**config.mk**
```make
export PLATFORM = sky130hd
export DESIGN_NAME = proximo_primo
export DESIGN_NICKNAME = d
export VERILOG_FILES = /design/src/rtl/primos_pkg.sv /design/src/rtl/resto_seq.sv /design/src/rtl/proximo_primo.sv
export SDC_FILE = /design/constraint.sdc
export NUM_CORES = 1
export LEC_CHECK = 0
export ABC_CLOCK_PERIOD_IN_PS = 9200
export CAP_MARGIN = 30
export CELL_PAD_IN_SITES_DETAIL_PLACEMENT = 1
export CELL_PAD_IN_SITES_GLOBAL_PLACEMENT = 1
export CORE_ASPECT_RATIO = 1.75
export CORE_MARGIN = 3
export CORE_UTILIZATION = 53
export CTS_CLUSTER_DIAMETER = 50
export DETAILED_ROUTE_END_ITERATION = 7
export DONT_BUFFER_PORTS = 1
export PLACE_DENSITY = 0.92
export REMOVE_ABC_BUFFERS = 1
export SYNTH_ARGS = -nofsm -noshare
export SYNTH_HDL_FRONTEND = slang
export SYNTH_SLANG_ARGS = --single-unit
```
**constraint.sdc**
```tcl
create_clock -name clk -period 9.2 [get_ports clk]
set_input_delay 1.84 -clock clk [delete_from_list [all_inputs] [get_ports clk]]
set_output_delay 1.84 -clock clk [all_outputs]
set_load 0.005 [all_outputs]
```
**src/rtl/primos_pkg.sv**
```systemverilog
// Shared definitions for the prime generator and its remainder unit.
//   WIDTH        operand width of the search origin and result
//   MAIOR_PRIMO  largest prime representable in WIDTH bits
//   DIV_CICLOS   cycles the remainder unit spends per division
//   estado_t     search FSM states
//   quadrado()   9-bit divisor squared into 18 bits (cannot overflow)
package primos_pkg;

    localparam int WIDTH       = 16;
    localparam int MAIOR_PRIMO = 65521;
    localparam int DIV_CICLOS  = 16;

    typedef enum logic [2:0] {
        IDLE,
        INIT,
        CHECK,
        TEST,
        DIV_WAIT,
        DONE
    } estado_t;

    function automatic logic [17:0] quadrado(input logic [8:0] d);
        logic [17:0] dd;
        dd = {9'd0, d};
        return dd * dd;
    endfunction

endpackage

```
**src/rtl/resto_seq.sv**
```systemverilog
// Restoring remainder unit: dividendo mod divisor, one quotient bit per cycle.
//   clk        rising-edge clock
//   reset      synchronous, active-high
//   inicio     load operands and start a division (one-cycle pulse)
//   dividendo  16-bit dividend, sampled with inicio
//   divisor    9-bit non-zero divisor, sampled with inicio
//   resto      remainder, valid while/after pronto
//   pronto     one-cycle pulse after the last quotient bit
module resto_seq
    import primos_pkg::*;
(
    input  logic       clk,
    input  logic       reset,
    input  logic       inicio,
    input  logic [15:0] dividendo,
    input  logic [8:0] divisor,
    output logic [8:0] resto,
    output logic       pronto
);

    // Dividend bits leave from the MSB end; quotient bits fill in from the LSB end.
    logic [15:0] quoc_q, quoc_d;
    logic [8:0]  rem_q, rem_d;
    logic [8:0]  dsr_q, dsr_d;
    logic [4:0]  cnt_q, cnt_d;
    logic        pronto_q, pronto_d;

    logic [9:0]  parcial;
    logic [8:0]  dif;
    logic        cabe;

    always_comb begin
        quoc_d   = quoc_q;
        rem_d    = rem_q;
        dsr_d    = dsr_q;
        cnt_d    = cnt_q;
        pronto_d = 1'b0;

        parcial  = {rem_q, quoc_q[15]};
        cabe     = (parcial >= {1'b0, dsr_q});
        // Only used when cabe=1, so the difference is below the divisor and fits 9 bits.
        dif      = parcial[8:0] - dsr_q;

        if (inicio) begin
            quoc_d = dividendo;
            rem_d  = '0;
            dsr_d  = divisor;
            cnt_d  = 5'(DIV_CICLOS);
        end else if (cnt_q != 5'd0) begin
            quoc_d   = {quoc_q[14:0], cabe};
            rem_d    = cabe ? dif : parcial[8:0];
            cnt_d    = cnt_q - 5'd1;
            pronto_d = (cnt_q == 5'd1);
        end
    end

    always_ff @(posedge clk) begin
        if (reset) begin
            quoc_q   <= '0;
            rem_q    <= '0;
            dsr_q    <= '0;
            cnt_q    <= '0;
            pronto_q <= 1'b0;
        end else begin
            quoc_q   <= quoc_d;
            rem_q    <= rem_d;
            dsr_q    <= dsr_d;
            cnt_q    <= cnt_d;
            pronto_q <= pronto_d;
        end
    end

    assign resto  = rem_q;
    assign pronto = pronto_q;

endmodule

```
**src/rtl/proximo_primo.sv**
```systemverilog
// Sequential prime generator: smallest prime P >= N by trial division with odd divisors.
//   clk    rising-edge clock
//   reset  synchronous, active-high; aborts a search without a done pulse
//   start  request pulse, sampled only while busy=0
//   N      search origin, captured on the accepted start
//   busy   high from the cycle after accept through the done cycle
//   done   one-cycle pulse when the result is ready
//   found  a prime >= N exists within WIDTH bits (valid with done, held)
//   P      result prime, 0 when found=0 (held until the next result)
//
// state    | meaning
// IDLE     | waiting for start; also hosts the done cycle (busy still high)
// INIT     | clamp candidates below 2 up to 2
// CHECK    | range / two / evenness screening of candidate C
// TEST     | stop when D*D > C, else launch C mod D
// DIV_WAIT | wait for the remainder, then next divisor or next candidate
// DONE     | publish P and found
module proximo_primo
    import primos_pkg::*;
#(
    parameter int WIDTH = primos_pkg::WIDTH
)(
    input  logic             clk,
    input  logic             reset,
    input  logic             start,
    input  logic [WIDTH-1:0] N,
    output logic             busy,
    output logic             done,
    output logic             found,
    output logic [WIDTH-1:0] P
);

    localparam logic [WIDTH:0] C_UM   = (WIDTH+1)'(1);
    localparam logic [WIDTH:0] C_DOIS = (WIDTH+1)'(2);

    estado_t          state_q, state_d;
    logic [WIDTH:0]   c_q, c_d;
    logic [8:0]       d_q, d_d;
    logic             ok_q, ok_d;
    logic             div_ini_q, div_ini_d;
    logic             busy_q, busy_d;
    logic             done_q, done_d;
    logic             found_q, found_d;
    logic [WIDTH-1:0] p_q, p_d;

    logic [8:0]       resto;
    logic             pronto;

    resto_seq u_resto (
        .clk       (clk),
        .reset     (reset),
        .inicio    (div_ini_q),
        .dividendo (c_q[WIDTH-1:0]),
        .divisor   (d_q),
        .resto     (resto),
        .pronto    (pronto)
    );

    always_comb begin
        state_d   = state_q;
        c_d       = c_q;
        d_d       = d_q;
        ok_d      = ok_q;
        div_ini_d = 1'b0;
        busy_d    = busy_q;
        done_d    = 1'b0;
        found_d   = found_q;
        p_d       = p_q;

        case (state_q)
            IDLE: begin
                // busy_q still set here means this is the done cycle: start is ignored.
                if (busy_q) begin
                    busy_d = 1'b0;
                end else if (start) begin
                    c_d     = {1'b0, N};
                    busy_d  = 1'b1;
                    state_d = INIT;
                end
            end
            INIT: begin
                if (c_q < C_DOIS) c_d = C_DOIS;
                state_d = CHECK;
            end
            CHECK: begin
                if (c_q[WIDTH]) begin
                    ok_d    = 1'b0;
                    state_d = DONE;
                end else if (c_q == C_DOIS) begin
                    ok_d    = 1'b1;
                    state_d = DONE;
                end else if (!c_q[0]) begin
                    c_d = c_q + C_UM;
                end else begin
                    d_d     = 9'd3;
                    state_d = TEST;
                end
            end
            TEST: begin
                if (quadrado(d_q) > 18'(c_q)) begin
                    ok_d    = 1'b1;
                    state_d = DONE;
                end else begin
                    div_ini_d = 1'b1;
                    state_d   = DIV_WAIT;
                end
            end
            DIV_WAIT: begin
                if (pronto) begin
                    if (resto == 9'd0) begin
                        c_d     = c_q + C_DOIS;
                        state_d = CHECK;
                    end else begin
                        d_d     = d_q + 9'd2;
                        state_d = TEST;
                    end
                end
            end
            DONE: begin
                done_d  = 1'b1;
                found_d = ok_q;
                p_d     = ok_q ? c_q[WIDTH-1:0] : '0;
                state_d = IDLE;
            end
            default: state_d = IDLE;
        endcase
    end

    always_ff @(posedge clk) begin
        if (reset) begin
            state_q   <= IDLE;
            c_q       <= '0;
            d_q       <= '0;
            ok_q      <= 1'b0;
            div_ini_q <= 1'b0;
            busy_q    <= 1'b0;
            done_q    <= 1'b0;
            found_q   <= 1'b0;
            p_q       <= '0;
        end else begin
            state_q   <= state_d;
            c_q       <= c_d;
            d_q       <= d_d;
            ok_q      <= ok_d;
            div_ini_q <= div_ini_d;
            busy_q    <= busy_d;
            done_q    <= done_d;
            found_q   <= found_d;
            p_q       <= p_d;
        end
    end

    assign busy  = busy_q;
    assign done  = done_q;
    assign found = found_q;
    assign P     = p_q;

endmodule

```
==> results of run 1 <==
[sequential cells by signal (all words and copies together), names as in the netlist, 3 cells and up]
register and flops:
c_q 17, P 16, u_resto.quoc_q 16, d_q 9, u_resto.dsr_q 9, u_resto.resto 9
u_resto.cnt_q 5, state_q 3
[metrics by stage]
step                      power (mW)  cell area, sq um  instances
after floorplan                 1.11              6940        870
after global placement          1.32              7180       1044
after detailed placement        1.36              7190       1046
after CTS                       1.73              7480       1062
after global routing            1.88              7510       1063
final                           1.76              7510       1063
[placed cells by master, fill, tap and decap left out, types with 3 or more instances in the layout]
| cell | synthesis | routed |
|---|---|---|
| inv_1 | 105 | 105 |
| nand2_1 | 101 | 101 |
| a21oi_1 | 91 | 91 |
| dfxtp_1 | 90 | 90 |
| nor2_1 | 85 | 85 |
| ha_1 | 67 | 67 |
| o21ai_0 | 38 | 38 |
| nand3_1 | 38 | 38 |
| fa_1 | 34 | 34 |
| xnor2_1 | 28 | 28 |
| nor3_1 | 18 | 18 |
| mux2i_1 | 18 | 18 |
| and2_1 | 17 | 17 |
| a22o_1 | 11 | 11 |
| nor4_1 | 10 | 10 |
| nand4_1 | 10 | 10 |
| clkbuf_16 | 0 | 9 |
| a211oi_1 | 8 | 8 |
| xor2_1 | 8 | 8 |
| a31oi_1 | 8 | 8 |
| o21a_1 | 7 | 7 |
| a21o_1 | 6 | 6 |
| or2_2 | 6 | 6 |
| a32o_1 | 5 | 5 |
| buf_4 | 1 | 5 |
| o22ai_1 | 4 | 4 |
| nor2b_1 | 4 | 4 |
| o21bai_1 | 4 | 4 |
| o311ai_0 | 3 | 3 |
| nand2b_1 | 3 | 3 |
| o31ai_1 | 3 | 3 |
[cells by family (layout without fill, tap and decap cells)]
kind of cell | after synthesis | after routing | synth area share
AO/OA/AOI/OAI | 211 | 211 | 0.184
flip-flops | 90 | 90 | 0.253
AND/OR/NAND/NOR | 306 | 306 | 0.196
XOR/XNOR | 36 | 36 | 0.0442
adder cells (fa/ha/maj) | 101 | 101 | 0.213
buffers and inverters | 154 | 129 | 0.0837
multiplexers | 19 | 19 | 0.0268
[tightest hold or removal path: cells and delay by family (launching register included)]
| family | cells | cell delay, ns |
|---|---|---|
| AOI/OAI and AO/OA | 1 | 0.05 |
| and+or+nand+nor | 1 | 0.06 |
| DFF | 1 | 0.32 |
[layer usage]
layer	part of all wire	global-route usage
met1	0.35	0.297
met2	0.55	0.563
met3	0.039	0.0440
met4	0.063	0.172
met5	0	0
[worst paths after layout]
check / start / to / slack [ns] / cells after the start
min: P[8] / P[8] / 0.47 / 2
min reg2reg: P[8] / P[8] / 0.47 / 2
max: d_q[6] / state_q[0] / 2.38 / 24
max reg2reg: d_q[6] / state_q[0] / 2.38 / 24
[layout make-up]
| cell class | instances | area, sq um |
|---|---|---|
| Inverter | 107 | 402 |
| Timing Repair Buffer | 6 | 65.1 |
| Fill cell | 1642 | 5570 |
| Clock buffer | 11 | 253 |
| Clock inverter | 5 | 37.5 |
| Sequential cell | 90 | 1800 |
| Tap cell | 171 | 214 |
| Multi-Input combinational cell | 673 | 4740 |
[where the power goes]
part | total, mW | switching (mW) | internal [mW]
clock network | 0.360 | 0.161 | 0.199
registers | 0.605 | 0.143 | 0.462
logic | 0.797 | 0.493 | 0.304
[cell usage after synthesis, types with 5 or more instances]
| cell type | number | area [sq um] |
|---|---|---|
| inv_1 | 105 | 394 |
| nand2_1 | 101 | 379 |
| a21oi_1 | 91 | 455 |
| dfxtp_1 | 90 | 1800 |
| nor2_1 | 85 | 319 |
| ha_1 | 67 | 838 |
| clkbuf_1 | 38 | 143 |
| nand3_1 | 38 | 190 |
| o21ai_0 | 38 | 190 |
| fa_1 | 34 | 681 |
| xnor2_1 | 28 | 245 |
| mux2i_1 | 18 | 180 |
| nor3_1 | 18 | 90.1 |
| and2_1 | 17 | 106 |
| a22o_1 | 11 | 96.3 |
| nand4_1 | 10 | 62.6 |
| nor4_1 | 10 | 62.6 |
| a211oi_1 | 8 | 60.1 |
| a31oi_1 | 8 | 50.1 |
| xor2_1 | 8 | 70.1 |
| o21a_1 | 7 | 52.6 |
| a21o_1 | 6 | 45.0 |
| buf_2 | 6 | 30.0 |
| or2_2 | 6 | 37.5 |
| a32o_1 | 5 | 50.1 |
==> impl_metrics.env, run 1 <==
export IMPL_path_buf_inv=5
export IMPL_dieHeight_um=159
export IMPL_clkLatencyLatePin_ns=0.35
export IMPL_h_tree_depth=3
export IMPL_end_kind="register"
export IMPL_dr_pass1_iters=5
export IMPL_clk_pin_slew_ns=0.07
export IMPL_pre_cts_ws_ns=2.49
export IMPL_clock_sinks=90
export IMPL_maxClockFrequency_mhz=147
export IMPL_leakagePower_nw=3.16
export IMPL_synth_edf_count=0
export IMPL_cts_tree="done"
export IMPL_rsz0062_at_grt="false"
export IMPL_nets=1007
export IMPL_crit_path_start_kind="register"
export IMPL_area_growth_syn_to_layout_pct=5.24
export IMPL_n_antenna_cell=0
export IMPL_core_area_sq_mm=0.0131
export IMPL_numPortBuffers=0
export IMPL_synth_top_flop_cell="dfxtp_1"
export IMPL_status="complete, no violations"
export IMPL_synth_warnings=0
export IMPL_first_global_vias=7140
export IMPL_die_w_um=93.7
export IMPL_crit_fanout=11
export IMPL_route_detailed_drc=0
export IMPL_cp_cell_sequence="clkinv_1, nor2_1, inv_1, fa_1, inv_1, fa_1, inv_1, fa_1, fa_1, inv_1, ha_1, nand2_1, o21ai_0, o41ai_1, o311ai_0, a21oi_1, xnor2_1, ha_1, nand4_1, nor4_1, o211ai_1, a211oi_1, nor4_1, nor2_1"
export IMPL_rows=55
export IMPL_ys_seq_area_frac=0.253
export IMPL_hold_path_class="register to register"
export IMPL_required_ns=9.49
export IMPL_dieArea_sq_mm=0.0149
export IMPL_fin_hold_ws_ns=0.469
export IMPL_antenna_found_initial=0
export IMPL_cts_buffers=9
export IMPL_layout_drive_gt1_share=0.0359
export IMPL_ys_ff_latch=90
export IMPL_powerDensity_mw_per_mm2=235
export IMPL_syn_cell_area_sq_mm=0.00713
export IMPL_hpwl_mm=16.4
export IMPL_setup_viol=0
export IMPL_wl_mm=21.5
export IMPL_clock_skew_ns=0.00844
export IMPL_crit_slowest_cell="fa_1"
export IMPL_hold_viol=0
export IMPL_drt_initial_drc_count=251
export IMPL_post_drt_wl_per_cell_um=20.3
export IMPL_grt_pass1_wl_mm=35.4
export IMPL_timing_final_crit_share=0.741
export IMPL_gp_congestion=0.948
export IMPL_routed_via_density=6.19
export IMPL_cap_violations=0
export IMPL_slowest_delay_ns=0.60
export IMPL_synthArstFlopShare=0
export IMPL_crit_family="adder cells"
export IMPL_ir_drop_mv=0.102
export IMPL_hold_buffers=0
export IMPL_route_antenna_remaining_nets=0
export IMPL_start_util=0.546
export IMPL_postLayoutSetupSlackWorst_ns=2.38
export IMPL_postCtsSetupBuffers=0
export IMPL_slew_headroom=0.364
export IMPL_grt_overflow_total=0
export IMPL_fin_crit_ns=6.82
export IMPL_drv_slew=0
export IMPL_syn_instance_count=917
export IMPL_grt_usage=0.298
export IMPL_syn_area_per_cell_sq_um=7.78
export IMPL_finalSetupTns_ns=0
export IMPL_vias=6579
export IMPL_clk_path_buf_depth=2
export IMPL_crit_type="register to register"
export IMPL_utilization=0.574
export IMPL_grt_max_degree=61
export IMPL_cts_resized=0
export IMPL_worstMarginPinSlew_ns=0.954
export IMPL_cp_arrival_ns=7.11
export IMPL_ios=38
export IMPL_cts_root_buffer="clkbuf_16"
export IMPL_yosys_cell_types_count=64
Note: power is estimated with default switching activity, not from simulation.
==> run 2, diff against run 1 <==
--- a/config.mk
+++ b/config.mk
@@ -5,17 +5,17 @@
 export SDC_FILE = /design/constraint.sdc
 export NUM_CORES = 1
 export LEC_CHECK = 0
-export ABC_CLOCK_PERIOD_IN_PS = 9200
+export ABC_CLOCK_PERIOD_IN_PS = 6700
 export CAP_MARGIN = 30
 export CELL_PAD_IN_SITES_DETAIL_PLACEMENT = 1
 export CELL_PAD_IN_SITES_GLOBAL_PLACEMENT = 1
 export CORE_ASPECT_RATIO = 1.75
 export CORE_MARGIN = 3
-export CORE_UTILIZATION = 53
+export CORE_UTILIZATION = 49
 export CTS_CLUSTER_DIAMETER = 50
 export DETAILED_ROUTE_END_ITERATION = 7
 export DONT_BUFFER_PORTS = 1
-export PLACE_DENSITY = 0.92
+export PLACE_DENSITY = 0.86
 export REMOVE_ABC_BUFFERS = 1
 export SYNTH_ARGS = -nofsm -noshare
 export SYNTH_HDL_FRONTEND = slang
==> constraint.sdc (replaced) <==
create_clock -name clk -period 6.7 [get_ports clk]
set_input_delay 1.34 -clock clk [delete_from_list [all_inputs] [get_ports clk]]
set_output_delay 1.34 -clock clk [all_outputs]
set_load 0.005 [all_outputs]
==> run 2 against run 1 <==
  * Cell area is 1.1% higher
  * Utilization is 3.4 points lower
  * Sequential share of layout area is 0.24 points lower
  * Combinational power is 37% higher
  * Flip-flop and latch count stayed put
  * Die area is 7.7% higher
  * Critical endpoint unchanged
  * Largest power group unchanged
  * First-iteration DRC count is 18% lower
  * Worst hold slack worse by 0.0052 ns
  * Sequential power is 37% higher
  * Largest cell class unchanged
  * Critical path depth stayed put
  * Clock power is 47% higher
  * Global-route usage is 3.4 points lower
==> impl_metrics.env, run 2 (synthesis results as in run 1) <==
export IMPL_status="complete, no violations"
export IMPL_rrSetupSlack_ns=0.47
export IMPL_drt_initial_drc_count=205
export IMPL_rsz0062_at_grt="false"
export IMPL_route_antenna_remaining_nets=0
export IMPL_place_inst=1058
export IMPL_crit_path_start_kind="register"
export IMPL_most_common_layout_cells="105 x inv_1, 101 x nand2_1, 91 x a21oi_1"
export IMPL_hpwl_mm=15.9
export IMPL_cp_cell_sequence="inv_1, nor2_1, inv_1, fa_1, inv_1, fa_1, inv_1, fa_1, fa_1, inv_1, ha_1, o21ai_0, o21ai_0, nand2_1, o21a_1, o21ai_0, xor2_1, ha_1, nand4_1, nor4_2, and2_1, a211oi_1, nor4_1, nor2_1"
export IMPL_maxClockFrequency_mhz=161
export IMPL_endpoint="state_q[0]"
export IMPL_hold_buffers=0
export IMPL_wl_mm=20.7
export IMPL_ir_drop_mv=0.161
export IMPL_dieArea_sq_mm=0.0161
export IMPL_crit_fanout=9
export IMPL_end_kind="register"
export IMPL_finalSetupTns_ns=0
export IMPL_cts_buffers=9
export IMPL_grt_max_degree=61
export IMPL_postCtsSetupBuffers=0
export IMPL_drv_slew=0
export IMPL_clock_skew_ns=0.0111
export IMPL_n_fill_cell=1740
export IMPL_postLayoutSetupSlackWorst_ns=0.471
export IMPL_start_util=0.508
export IMPL_cts_resized=0
export IMPL_ios=38
export IMPL_layout_drive_gt1_share=0.0457
export IMPL_rows=57
export IMPL_pre_cts_ws_ns=0.136
export IMPL_nets=1013
export IMPL_crit_family="adder cells"
export IMPL_cts_tree="done"
export IMPL_path_buf_inv=5
export IMPL_path_depth=24
export IMPL_post_drt_wl_per_cell_um=19.3
export IMPL_r2r_end="state_q[0]"
export IMPL_leakagePower_nw=3.21
export IMPL_crit_start="d_q[1]"
export IMPL_grt_pass1_wl_mm=34.7
export IMPL_core_area_sq_mm=0.0140
export IMPL_timing_final_crit_share=0.930
export IMPL_setup_viol=0
export IMPL_n_antenna_cell=0
export IMPL_final_common_cell="inv_1"
export IMPL_antenna_found_initial=0
export IMPL_route_detailed_drc=0
export IMPL_routed_via_density=5.92
export IMPL_hold_path_class="register to register"
export IMPL_area_growth_syn_to_layout_pct=6.38
export IMPL_grt_usage=0.264
export IMPL_hold_viol=0
export IMPL_numPortBuffers=0
export IMPL_crit_type="register to register"
export IMPL_fin_crit_ns=6.23
export IMPL_h_tree_depth=3
export IMPL_worstMarginPinSlew_ns=0.927
export IMPL_cts_root_buffer="clkbuf_16"
export IMPL_grt_overflow_total=0
export IMPL_r2r_start="d_q[1]"
export IMPL_clock_sinks=90
export IMPL_top_register="c_q"
export IMPL_r2r_worst_path_cells=24
export IMPL_layoutNonFillerInstCount=1075
export IMPL_clk_path_buf_depth=2
export IMPL_crit_slowest_cell="fa_1"
export IMPL_required_ns=6.93
export IMPL_slowest_delay_ns=0.61
export IMPL_crit_top_cell="inv_1"
export IMPL_first_global_vias=6961
export IMPL_largest_reg_flops=17
export IMPL_cap_violations=0
export IMPL_slew_headroom=0.382
export IMPL_gp_congestion=0.924
export IMPL_die_w_um=97.2
export IMPL_powerDensity_mw_per_mm2=322
export IMPL_clk_pin_slew_ns=0.07
export IMPL_dr_pass1_iters=5
export IMPL_cp_arrival_ns=6.46
export IMPL_clkLatencyLatePin_ns=0.35
export IMPL_vias=6367
export IMPL_dieHeight_um=166
[run 2: changes by cell type in the layout (fill, tap and decap cells not counted), sizes merged]
cell and delta:
clkinvlp -1, clkbuf -1, bufinv +1, clkinv +1, buf +6
[run 2: layout make-up]
| cell class | count | area (sq um) | share of cell area |
|---|---|---|---|
| Tap cell | 177 | 221 | 0.0292 |
| Timing Repair Buffer | 12 | 110 | 0.0145 |
| Clock inverter | 6 | 65.1 | 0.00857 |
| Multi-Input combinational cell | 673 | 4750 | 0.626 |
| Inverter | 107 | 402 | 0.0529 |
| Clock buffer | 10 | 239 | 0.0315 |
| Sequential cell | 90 | 1800 | 0.238 |
[run 2: worst min-delay path: cells and delay by family, from the launching register on]
kind	cells	cell delay, ns
AO/OA/AOI/OAI	1	0.05
flip-flops	1	0.32
AND/OR/NAND/NOR	1	0.05
[run 2: per-stage QoR]
step | hold slack (ns) | util | power [mW] | cell area [sq um]
global route | 0.489 | 0.540 | 2.60 | 7590
global placement | 0.454 | 0.514 | 1.82 | 7230
floorplan | 0.442 | - | 1.52 | 6940
detailed placement | 0.458 | 0.516 | 1.86 | 7240
finish | 0.464 | 0.540 | 2.44 | 7590
CTS | 0.467 | 0.537 | 2.39 | 7550
[run 2: how the worst min path moves through the flow]
stage	endpoint	cells past startpoint	from	slack [ns]
2_1_floorplan	P[0]	2	P[0]	0.44
3_3_place_gp	P[5]	2	P[5]	0.45
3_5_place_dp	P[5]	2	P[5]	0.46
4_1_cts	P[5]	2	P[5]	0.47
5_1_grt	P[1]	2	P[1]	0.49
6_report	P[5]	2	P[5]	0.46
[run 2: routing by layer]
metal	up-vias	wire length [um]	GRT usage
met2	134	11400	0.509
met1	3097	7650	0.277
met4	0	1060	0.136
li1	3067	-	-
met3	69	617	0.0240
met5	-	0	0
[run 2: power breakdown]
group	leakage (nW)	internal, mW	switching, mW
sequential	0.732	0.635	0.192
clock	0.149	0.300	0.229
combinational	2.33	0.423	0.664
